[config.mk]
export PLATFORM = sky130hd
export DESIGN_NAME = uart_rx_flat
export DESIGN_NICKNAME = d
export VERILOG_FILES = /design/src/rtl/uart_pkg.sv /design/src/rtl/uart_rx_if.sv /design/src/rtl/uart_sync.sv /design/src/rtl/uart_rx.sv /design/src/flat_wrapper.sv
export SDC_FILE = /design/constraint.sdc
export NUM_CORES = 1
export LEC_CHECK = 0
export ABC_AREA = 1
export BUFFER_PORTS_ARGS = -buffer_cell sky130_fd_sc_hd__buf_2
export CORE_MARGIN = 4
export CORE_UTILIZATION = 45
export CTS_CLUSTER_DIAMETER = 50
export DETAILED_ROUTE_END_ITERATION = 7
export PLACE_DENSITY_LB_ADDON = 0.12
export SKIP_CTS_REPAIR_TIMING = 1
export SLEW_MARGIN = 20
export SYNTH_ARGS = -nofsm -noshare
export SYNTH_HDL_FRONTEND = slang
export SYNTH_SLANG_ARGS = --single-unit
[constraint.sdc]
create_clock -name clk -period 1.5 [get_ports clk]
set_input_delay 0.075 -clock clk [delete_from_list [all_inputs] [get_ports clk]]
set_output_delay 0.075 -clock clk [all_outputs]
set_load 0.03 [all_outputs]
[src/rtl/uart_pkg.sv]
// rtl/uart_pkg.sv - shared UART types, default baud constants and parity helper
//
// Purpose: common definitions for the UART receiver and transmitter.
//   rx_state_t      receiver FSM states
//   parity_bit()    parity bit a transmitter appends to a data word
//   DEFAULT_*       100 MHz / 9600 baud defaults
package uart_pkg;

    localparam int DEFAULT_CLK_HZ       = 100_000_000;
    localparam int DEFAULT_BAUD         = 9600;
    localparam int DEFAULT_CLKS_PER_BIT = DEFAULT_CLK_HZ / DEFAULT_BAUD;
    localparam int DEFAULT_SYNC_STAGES  = 2;

    // Widest data word the parity helper accepts; narrower words are
    // zero-extended, which leaves their XOR unchanged.
    localparam int MAX_DATA_BITS = 16;

    typedef enum logic [2:0] {
        IDLE,
        START,
        DATA,
        PARITY,
        STOP,
        WAIT_IDLE
    } rx_state_t;

    // Bit that makes the total count of ones even (odd = 0) or odd (odd = 1).
    function automatic logic parity_bit(input logic [MAX_DATA_BITS-1:0] data,
                                        input logic                     odd);
        return (^data) ^ odd;
    endfunction

endpackage

[src/rtl/uart_rx_if.sv]
// rtl/uart_rx_if.sv - serial line and parallel result bundle of the UART receiver
//
// Purpose: groups the receiver's line inputs and frame results.
//   rx_in, parity_enable                        driven by master (board/user side)
//   rx_data, rx_valid, parity_err, frame_err,
//   busy                                        driven by slave (uart_rx)
interface uart_rx_if #(
    parameter int DATA_BITS = 8
);
    logic                 rx_in;
    logic                 parity_enable;
    logic [DATA_BITS-1:0] rx_data;
    logic                 rx_valid;
    logic                 parity_err;
    logic                 frame_err;
    logic                 busy;

    modport master (
        output rx_in,
        output parity_enable,
        input  rx_data,
        input  rx_valid,
        input  parity_err,
        input  frame_err,
        input  busy
    );

    modport slave (
        input  rx_in,
        input  parity_enable,
        output rx_data,
        output rx_valid,
        output parity_err,
        output frame_err,
        output busy
    );
endinterface

[src/rtl/uart_sync.sv]
// rtl/uart_sync.sv - multi-flop synchronizer for the asynchronous rx line
//
// Purpose: brings rx into the clk domain; flops reset to 1 (idle line).
// Ports:
//   clk       system clock
//   reset     asynchronous active-high reset
//   i_async   raw asynchronous input
//   o_sync    synchronized output, SYNC_STAGES cycles later
module uart_sync #(
    parameter int SYNC_STAGES = 2
) (
    input  logic clk,
    input  logic reset,
    input  logic i_async,
    output logic o_sync
);

    logic [SYNC_STAGES-1:0] r_sync;

    always_ff @(posedge clk or posedge reset) begin
        if (reset) begin
            r_sync <= '1;
        end else begin
            r_sync <= {r_sync[SYNC_STAGES-2:0], i_async};
        end
    end

    assign o_sync = r_sync[SYNC_STAGES-1];

endmodule

[src/rtl/uart_rx.sv]
// rtl/uart_rx.sv - UART receiver: start/data/parity/stop framing with mid-bit sampling
//
// Purpose: receives 1 start bit, DATA_BITS data bits LSB-first, an optional
// parity bit and 1 stop bit; emits the word with a one-cycle rx_valid strobe
// and per-frame parity/framing error flags.
// Ports:
//   clk     system clock
//   reset   asynchronous active-high reset
//   bus     uart_rx_if slave: rx_in, parity_enable in; rx_data, rx_valid,
//           parity_err, frame_err, busy out (all outputs registered)
module uart_rx
    import uart_pkg::*;
#(
    parameter int CLKS_PER_BIT = DEFAULT_CLKS_PER_BIT,
    parameter int DATA_BITS    = 8,
    parameter int PARITY_ODD   = 0,
    parameter int SYNC_STAGES  = DEFAULT_SYNC_STAGES
) (
    input  logic      clk,
    input  logic      reset,
    uart_rx_if.slave  bus
);

    localparam int CNT_W = $clog2(CLKS_PER_BIT);
    localparam int IDX_W = $clog2(DATA_BITS + 1);

    // Counter reload values: a half bit to reach mid start bit, then whole
    // bits so every later sample lands mid-bit as well.
    localparam logic [CNT_W-1:0] HALF_LOAD = CNT_W'(CLKS_PER_BIT / 2 - 1);
    localparam logic [CNT_W-1:0] FULL_LOAD = CNT_W'(CLKS_PER_BIT - 1);
    localparam logic [IDX_W-1:0] LAST_IDX  = IDX_W'(DATA_BITS - 1);
    localparam logic             ODD       = (PARITY_ODD != 0);

    logic                     w_rx_s;
    logic [MAX_DATA_BITS-1:0] w_shift_ext;
    logic                     w_par_ref;

    rx_state_t                r_state;
    logic [CNT_W-1:0]         r_cnt;
    logic [IDX_W-1:0]         r_idx;
    logic [DATA_BITS-1:0]     r_shift;
    logic                     r_par_en;
    logic                     r_par_err_int;
    logic [DATA_BITS-1:0]     r_rx_data;
    logic                     r_rx_valid;
    logic                     r_parity_err;
    logic                     r_frame_err;
    logic                     r_busy;

    uart_sync #(
        .SYNC_STAGES (SYNC_STAGES)
    ) u_sync (
        .clk     (clk),
        .reset   (reset),
        .i_async (bus.rx_in),
        .o_sync  (w_rx_s)
    );

    assign w_shift_ext = MAX_DATA_BITS'(r_shift);
    assign w_par_ref   = parity_bit(w_shift_ext, ODD);

    always_ff @(posedge clk or posedge reset) begin
        if (reset) begin
            r_state       <= IDLE;
            r_cnt         <= '0;
            r_idx         <= '0;
            r_shift       <= '0;
            r_par_en      <= 1'b0;
            r_par_err_int <= 1'b0;
            r_rx_data     <= '0;
            r_rx_valid    <= 1'b0;
            r_parity_err  <= 1'b0;
            r_frame_err   <= 1'b0;
            r_busy        <= 1'b0;
        end else begin
            r_rx_valid <= 1'b0;
            case (r_state)
                IDLE: begin
                    if (!w_rx_s) begin
                        r_cnt         <= HALF_LOAD;
                        r_par_en      <= bus.parity_enable;
                        r_par_err_int <= 1'b0;
                        r_state       <= START;
                        r_busy        <= 1'b1;
                    end
                end
                START: begin
                    if (r_cnt == '0) begin
                        if (!w_rx_s) begin
                            r_cnt   <= FULL_LOAD;
                            r_idx   <= '0;
                            r_state <= DATA;
                        end else begin
                            // Line went back high before mid start bit: glitch.
                            r_state <= IDLE;
                            r_busy  <= 1'b0;
                        end
                    end else begin
                        r_cnt <= r_cnt - CNT_W'(1);
                    end
                end
                DATA: begin
                    if (r_cnt == '0) begin
                        r_cnt   <= FULL_LOAD;
                        // Shift in at the MSB so the first (LSB) bit ends at bit 0.
                        r_shift <= {w_rx_s, r_shift[DATA_BITS-1:1]};
                        r_idx   <= r_idx + IDX_W'(1);
                        if (r_idx == LAST_IDX) begin
                            r_state <= r_par_en ? PARITY : STOP;
                        end
                    end else begin
                        r_cnt <= r_cnt - CNT_W'(1);
                    end
                end
                PARITY: begin
                    if (r_cnt == '0) begin
                        r_cnt         <= FULL_LOAD;
                        r_par_err_int <= (w_rx_s != w_par_ref);
                        r_state       <= STOP;
                    end else begin
                        r_cnt <= r_cnt - CNT_W'(1);
                    end
                end
                STOP: begin
                    if (r_cnt == '0) begin
                        r_rx_data    <= r_shift;
                        r_rx_valid   <= 1'b1;
                        r_frame_err  <= ~w_rx_s;
                        r_parity_err <= r_par_en & r_par_err_int;
                        if (w_rx_s) begin
                            r_state <= IDLE;
                            r_busy  <= 1'b0;
                        end else begin
                            r_state <= WAIT_IDLE;
                        end
                    end else begin
                        r_cnt <= r_cnt - CNT_W'(1);
                    end
                end
                WAIT_IDLE: begin
                    // A held-low (break) line must not be taken as a new start bit.
                    if (w_rx_s) begin
                        r_state <= IDLE;
                        r_busy  <= 1'b0;
                    end
                end
                default: begin
                    r_state <= IDLE;
                    r_busy  <= 1'b0;
                end
            endcase
        end
    end

    assign bus.rx_data    = r_rx_data;
    assign bus.rx_valid   = r_rx_valid;
    assign bus.parity_err = r_parity_err;
    assign bus.frame_err  = r_frame_err;
    assign bus.busy       = r_busy;

endmodule

[src/flat_wrapper.sv]
// flat-port wrapper written by rule: the top's interface ports become plain ports
module uart_rx_flat import uart_pkg::*;
#(
    parameter int CLKS_PER_BIT = DEFAULT_CLKS_PER_BIT,
    parameter int DATA_BITS    = 8,
    parameter int PARITY_ODD   = 0,
    parameter int SYNC_STAGES  = DEFAULT_SYNC_STAGES
)
  (clk, reset, bus_rx_in, bus_parity_enable, bus_rx_data, bus_rx_valid, bus_parity_err, bus_frame_err, bus_busy);
  uart_rx_if #(.DATA_BITS(DATA_BITS)) bus_i ();
  input  logic clk;
  input  logic reset;
  input wire logic [$bits(bus_i.rx_in)-1:0] bus_rx_in;
  input wire logic [$bits(bus_i.parity_enable)-1:0] bus_parity_enable;
  output wire logic [$bits(bus_i.rx_data)-1:0] bus_rx_data;
  output wire logic [$bits(bus_i.rx_valid)-1:0] bus_rx_valid;
  output wire logic [$bits(bus_i.parity_err)-1:0] bus_parity_err;
  output wire logic [$bits(bus_i.frame_err)-1:0] bus_frame_err;
  output wire logic [$bits(bus_i.busy)-1:0] bus_busy;
  assign bus_i.rx_in = bus_rx_in;
  assign bus_i.parity_enable = bus_parity_enable;
  assign bus_rx_data = bus_i.rx_data;
  assign bus_rx_valid = bus_i.rx_valid;
  assign bus_parity_err = bus_i.parity_err;
  assign bus_frame_err = bus_i.frame_err;
  assign bus_busy = bus_i.busy;
  uart_rx #(.CLKS_PER_BIT(CLKS_PER_BIT), .DATA_BITS(DATA_BITS), .PARITY_ODD(PARITY_ODD), .SYNC_STAGES(SYNC_STAGES)) u_core (.clk(clk), .reset(reset), .bus(bus_i));
endmodule
==> insert_results.sql <==
INSERT INTO impl_metrics (metric_group, metric, value, unit) VALUES
('run_status', 'run_status', 'finished, violations left', ''),
('run_status', 'failed_checks', 'setup timing', ''),
('min_path', 'worst_hold_path.endpoint', 'u_core.r_par_en', ''),
('floorplan', 'initial_core_utilization', '0.470', ''),
('final_layout', 'multi_input_comb_area', '1450', 'µm²'),
('detailed_routing', 'final_antenna_net_count', '0', ''),
('final_layout', 'mostFrequentLayoutCells', 'sky130_fd_sc_hd__nand2_1, sky130_fd_sc_hd__dfrtp_1, sky130_fd_sc_hd__inv_1', ''),
('clocking', 'tritoncts.num_buffers', '5', ''),
('placement', 'dp.cells', '436', ''),
('synthesis', 'synth_enable_flop_cells', '0', ''),
('final_layout', 'drive_gt1_frac', '0.377', ''),
('clocking', 'cts.sinks', '45', ''),
('timing', 'maxClockFrequency', '628', 'MHz'),
('timing', 'slew_viol_final', '0', ''),
('grt', 'grt_usage', '0.165', ''),
('critical_path', 'crit_path_frequent_cell', 'sky130_fd_sc_hd__nand3_4', ''),
('final_layout', 'area.sequential', '1130', 'µm²'),
('clocking', 'cts.root.buffer_cell', 'sky130_fd_sc_hd__clkbuf_8', ''),
('synthesis', 'post_synth_main_area_contributors', 'sky130_fd_sc_hd__dfrtp_1, sky130_fd_sc_hd__nand2_1, sky130_fd_sc_hd__o21ai_2, sky130_fd_sc_hd__inv_1, sky130_fd_sc_hd__nand3_1', ''),
('timing', 'post-route-min-period', '1.59', 'ns'),
('floorplan', 'core_region_area', '5610', 'µm²'),
('timing', 'finClkSkew', '0.00629', 'ns'),
('synthesis', 'synthCells', '330', ''),
('critical_path', 'r2r_setup_slack', '-0.09', 'ns'),
('synthesis', 'yosys_warnings', '0', ''),
('grt', 'grt_start_max_net_pins', '26', ''),
('synthesis', 'postSynthRegisterBits', '45', ''),
('timing', 'layout_setup_ws', '-0.0925', 'ns'),
('critical_path', 'critical_path.max_fanout', '6', ''),
('final_layout', 'design.final.nets', '384', ''),
('floorplan', 'io_pins', '16', ''),
('detailed_routing', 'drt_drc_violations_left', '0', ''),
('critical_path', 'critPathCaptureType', 'flip-flop', ''),
('detailed_routing', 'route.detailed.vias_per_inst', '4.88', ''),
('power', 'total_power_divided_by_cell_area', '662', 'nW/µm²'),
('synthesis', 'synth_top_cell_by_area', 'sky130_fd_sc_hd__dfrtp_1', ''),
('grt', 'global_route.overflow_total', '0', ''),
('detailed_routing', 'routed_wirelength', '5.68', 'mm'),
('clocking', 'worst_skew_pair.late_latency', '0.30', 'ns'),
('timing', 'report.final.setup_viol', '36', ''),
('power', 'worst_ir_drop_vdd', '412', 'µV'),
('timing', 'worstMarginPinSlew', '0.478', 'ns'),
('min_path', 'min_from', 'bus_parity_enable', ''),
('clocking', 'cts_max_path_buffers', '2', ''),
('critical_path', 'timing.critical_path.from_type', 'flip-flop', ''),
('floorplan', 'floorplan.die.width', '84.5', 'µm'),
('floorplan', 'placementRows', '27', ''),
('critical_path', 'master_of_the_slowest_instance_on_the_critical_path', 'sky130_fd_sc_hd__dfrtp_1', ''),
('final_layout', 'mostFrequentLayoutCell', 'sky130_fd_sc_hd__nand2_1', ''),
('synthesis', 'netlist_area', '2640', 'µm²'),
('clocking', 'clk_transition_reported_paths', '0.09', 'ns'),
('synthesis', 'syn-mean-instance-area', '7.98', 'µm²'),
('floorplan', 'die_h', '84.5', 'µm'),
('timing', 'slew-limit-headroom', '0.681', ''),
('min_path', 'worst_hold_path_type', 'in2reg', ''),
('placement', 'place.port_buffers', '15', ''),
('timing', 'grt_setup_unrepaired', 'true', ''),
('final_layout', 'areaGrowthSynthToFinish', '26.5', '%'),
('critical_path', 'setup.worst_path.class', 'reg2reg', ''),
('critical_path', 'regToRegEndpoint', 'u_core.r_cnt[9]', ''),
('detailed_routing', 'dr_total_vias', '2202', ''),
('critical_path', 'arrival', '1.78', 'ns'),
('clocking', 'htreeDepth', '2', ''),
('clocking', 'cts_tree', 'built', ''),
('synthesis', 'synth.distinct_cells', '34', ''),
('critical_path', 'critical_path.cell_chain', 'inv_2, ha_4, nand3_4, nor2_8, nand3_4, nand3_4, inv_1, nand2_1, nand2_1', ''),
('grt', 'grt_antenna_before_repair', '0', ''),
('critical_path', 'worstPathBufferInverterCount', '2', ''),
('synthesis', 'asyncSetResetFlopFracSynth', '1.00', ''),
('timing', 'fin_crit_sh', '1.06', ''),
('floorplan', 'die_footprint', '7140', 'µm²');
==> sequential cells by signal, summed over array words and instances (netlist names), 2 cells and up <==
signal,count
u_core.r_idx,4
u_core.r_state,3
u_core.u_sync.r_sync,2
u_core.r_shift,8
u_core.bus.rx_data,8
u_core.r_cnt,14
==> cell families after synthesis <==
kind of cell / count (synthesis) / synth area share
DFF: 45 / 0.428
xor gates and xnor gates: 5 / 0.0166
adders and majority gates: 2 / 0.00950
AOI/OAI and AO/OA: 47 / 0.117
and+or+nand+nor: 177 / 0.331
buffers and inverters: 53 / 0.0931
muxes: 1 / 0.00427
==> power breakdown <==
part	internal, mW	switching (mW)	total (mW)
registers	1.22	0.00422	1.22
clock network	0.501	0.427	0.927
logic	0.0192	0.0388	0.0580
total	1.74	0.470	2.21
==> cell type report <==
| class | instances | share of cell area |
|---|---|---|
| repair buffers | 45 | 0.104 |
| well taps | 72 | 0.0270 |
| flip-flops and latches | 45 | 0.339 |
| clock inverters | 2 | 0.0116 |
| multi-input cells | 232 | 0.435 |
| clock buffers | 6 | 0.0218 |
| inverters | 49 | 0.0619 |
==> cells in the mapped netlist, types with 4 or more instances <==
| cell | n |
|---|---|
| sky130_fd_sc_hd__inv_2 | 9 |
| sky130_fd_sc_hd__nand3_1 | 26 |
| sky130_fd_sc_hd__nand2_1 | 101 |
| sky130_fd_sc_hd__inv_1 | 38 |
| sky130_fd_sc_hd__nor2_8 | 4 |
| sky130_fd_sc_hd__o21ai_0 | 6 |
| sky130_fd_sc_hd__nor2_1 | 21 |
| sky130_fd_sc_hd__nor2_2 | 4 |
| sky130_fd_sc_hd__dfrtp_1 | 43 |
| sky130_fd_sc_hd__a21oi_1 | 7 |
| sky130_fd_sc_hd__o21ai_1 | 13 |
| sky130_fd_sc_hd__o21ai_2 | 17 |
| sky130_fd_sc_hd__nand2_2 | 7 |
==> metal layers <==
layer / part of all wire / vias to the layer above / track usage
li1: - / 1141 / -
met2: 0.45 / 34 / 0.256
met4: 0.0085 / 0 / 0.0403
met1: 0.51 / 1023 / 0.238
met3: 0.033 / 4 / 0.0334
met5: 0 / - / 0
==> metrics by stage <==
stage / util / worst slack [ns] / total power, mW / hold WS, ns / area, µm²
3_3_place_gp: 0.529 / -0.0232 / 1.30 / 0.114 / 2960
2_1_floorplan: - / 0.0182 / 1.27 / 0.0795 / 2660
6_report: 0.594 / -0.0925 / 2.21 / 0.00553 / 3330
3_5_place_dp: 0.529 / -0.0987 / 1.30 / 0.127 / 2960
4_1_cts: 0.548 / -0.110 / 2.23 / -0.203 / 3080
5_1_grt: 0.594 / -0.177 / 2.30 / 0.00326 / 3330
==> worst max path at each step <==
stage | startpoint | to | cells past startpoint
6_report | u_core.r_cnt[0] | u_core.r_cnt[9] | 9
3_3_place_gp | u_core.r_cnt[1] | u_core.r_state[2] | 10
5_1_grt | u_core.r_cnt[0] | u_core.r_cnt[12] | 10
3_5_place_dp | u_core.r_cnt[1] | u_core.r_cnt[8] | 9
2_1_floorplan | u_core.r_cnt[1] | u_core.r_shift[4] | 10
4_1_cts | u_core.r_cnt[1] | u_core.r_cnt[8] | 9
Note: power is estimated with default switching activity, not from simulation.
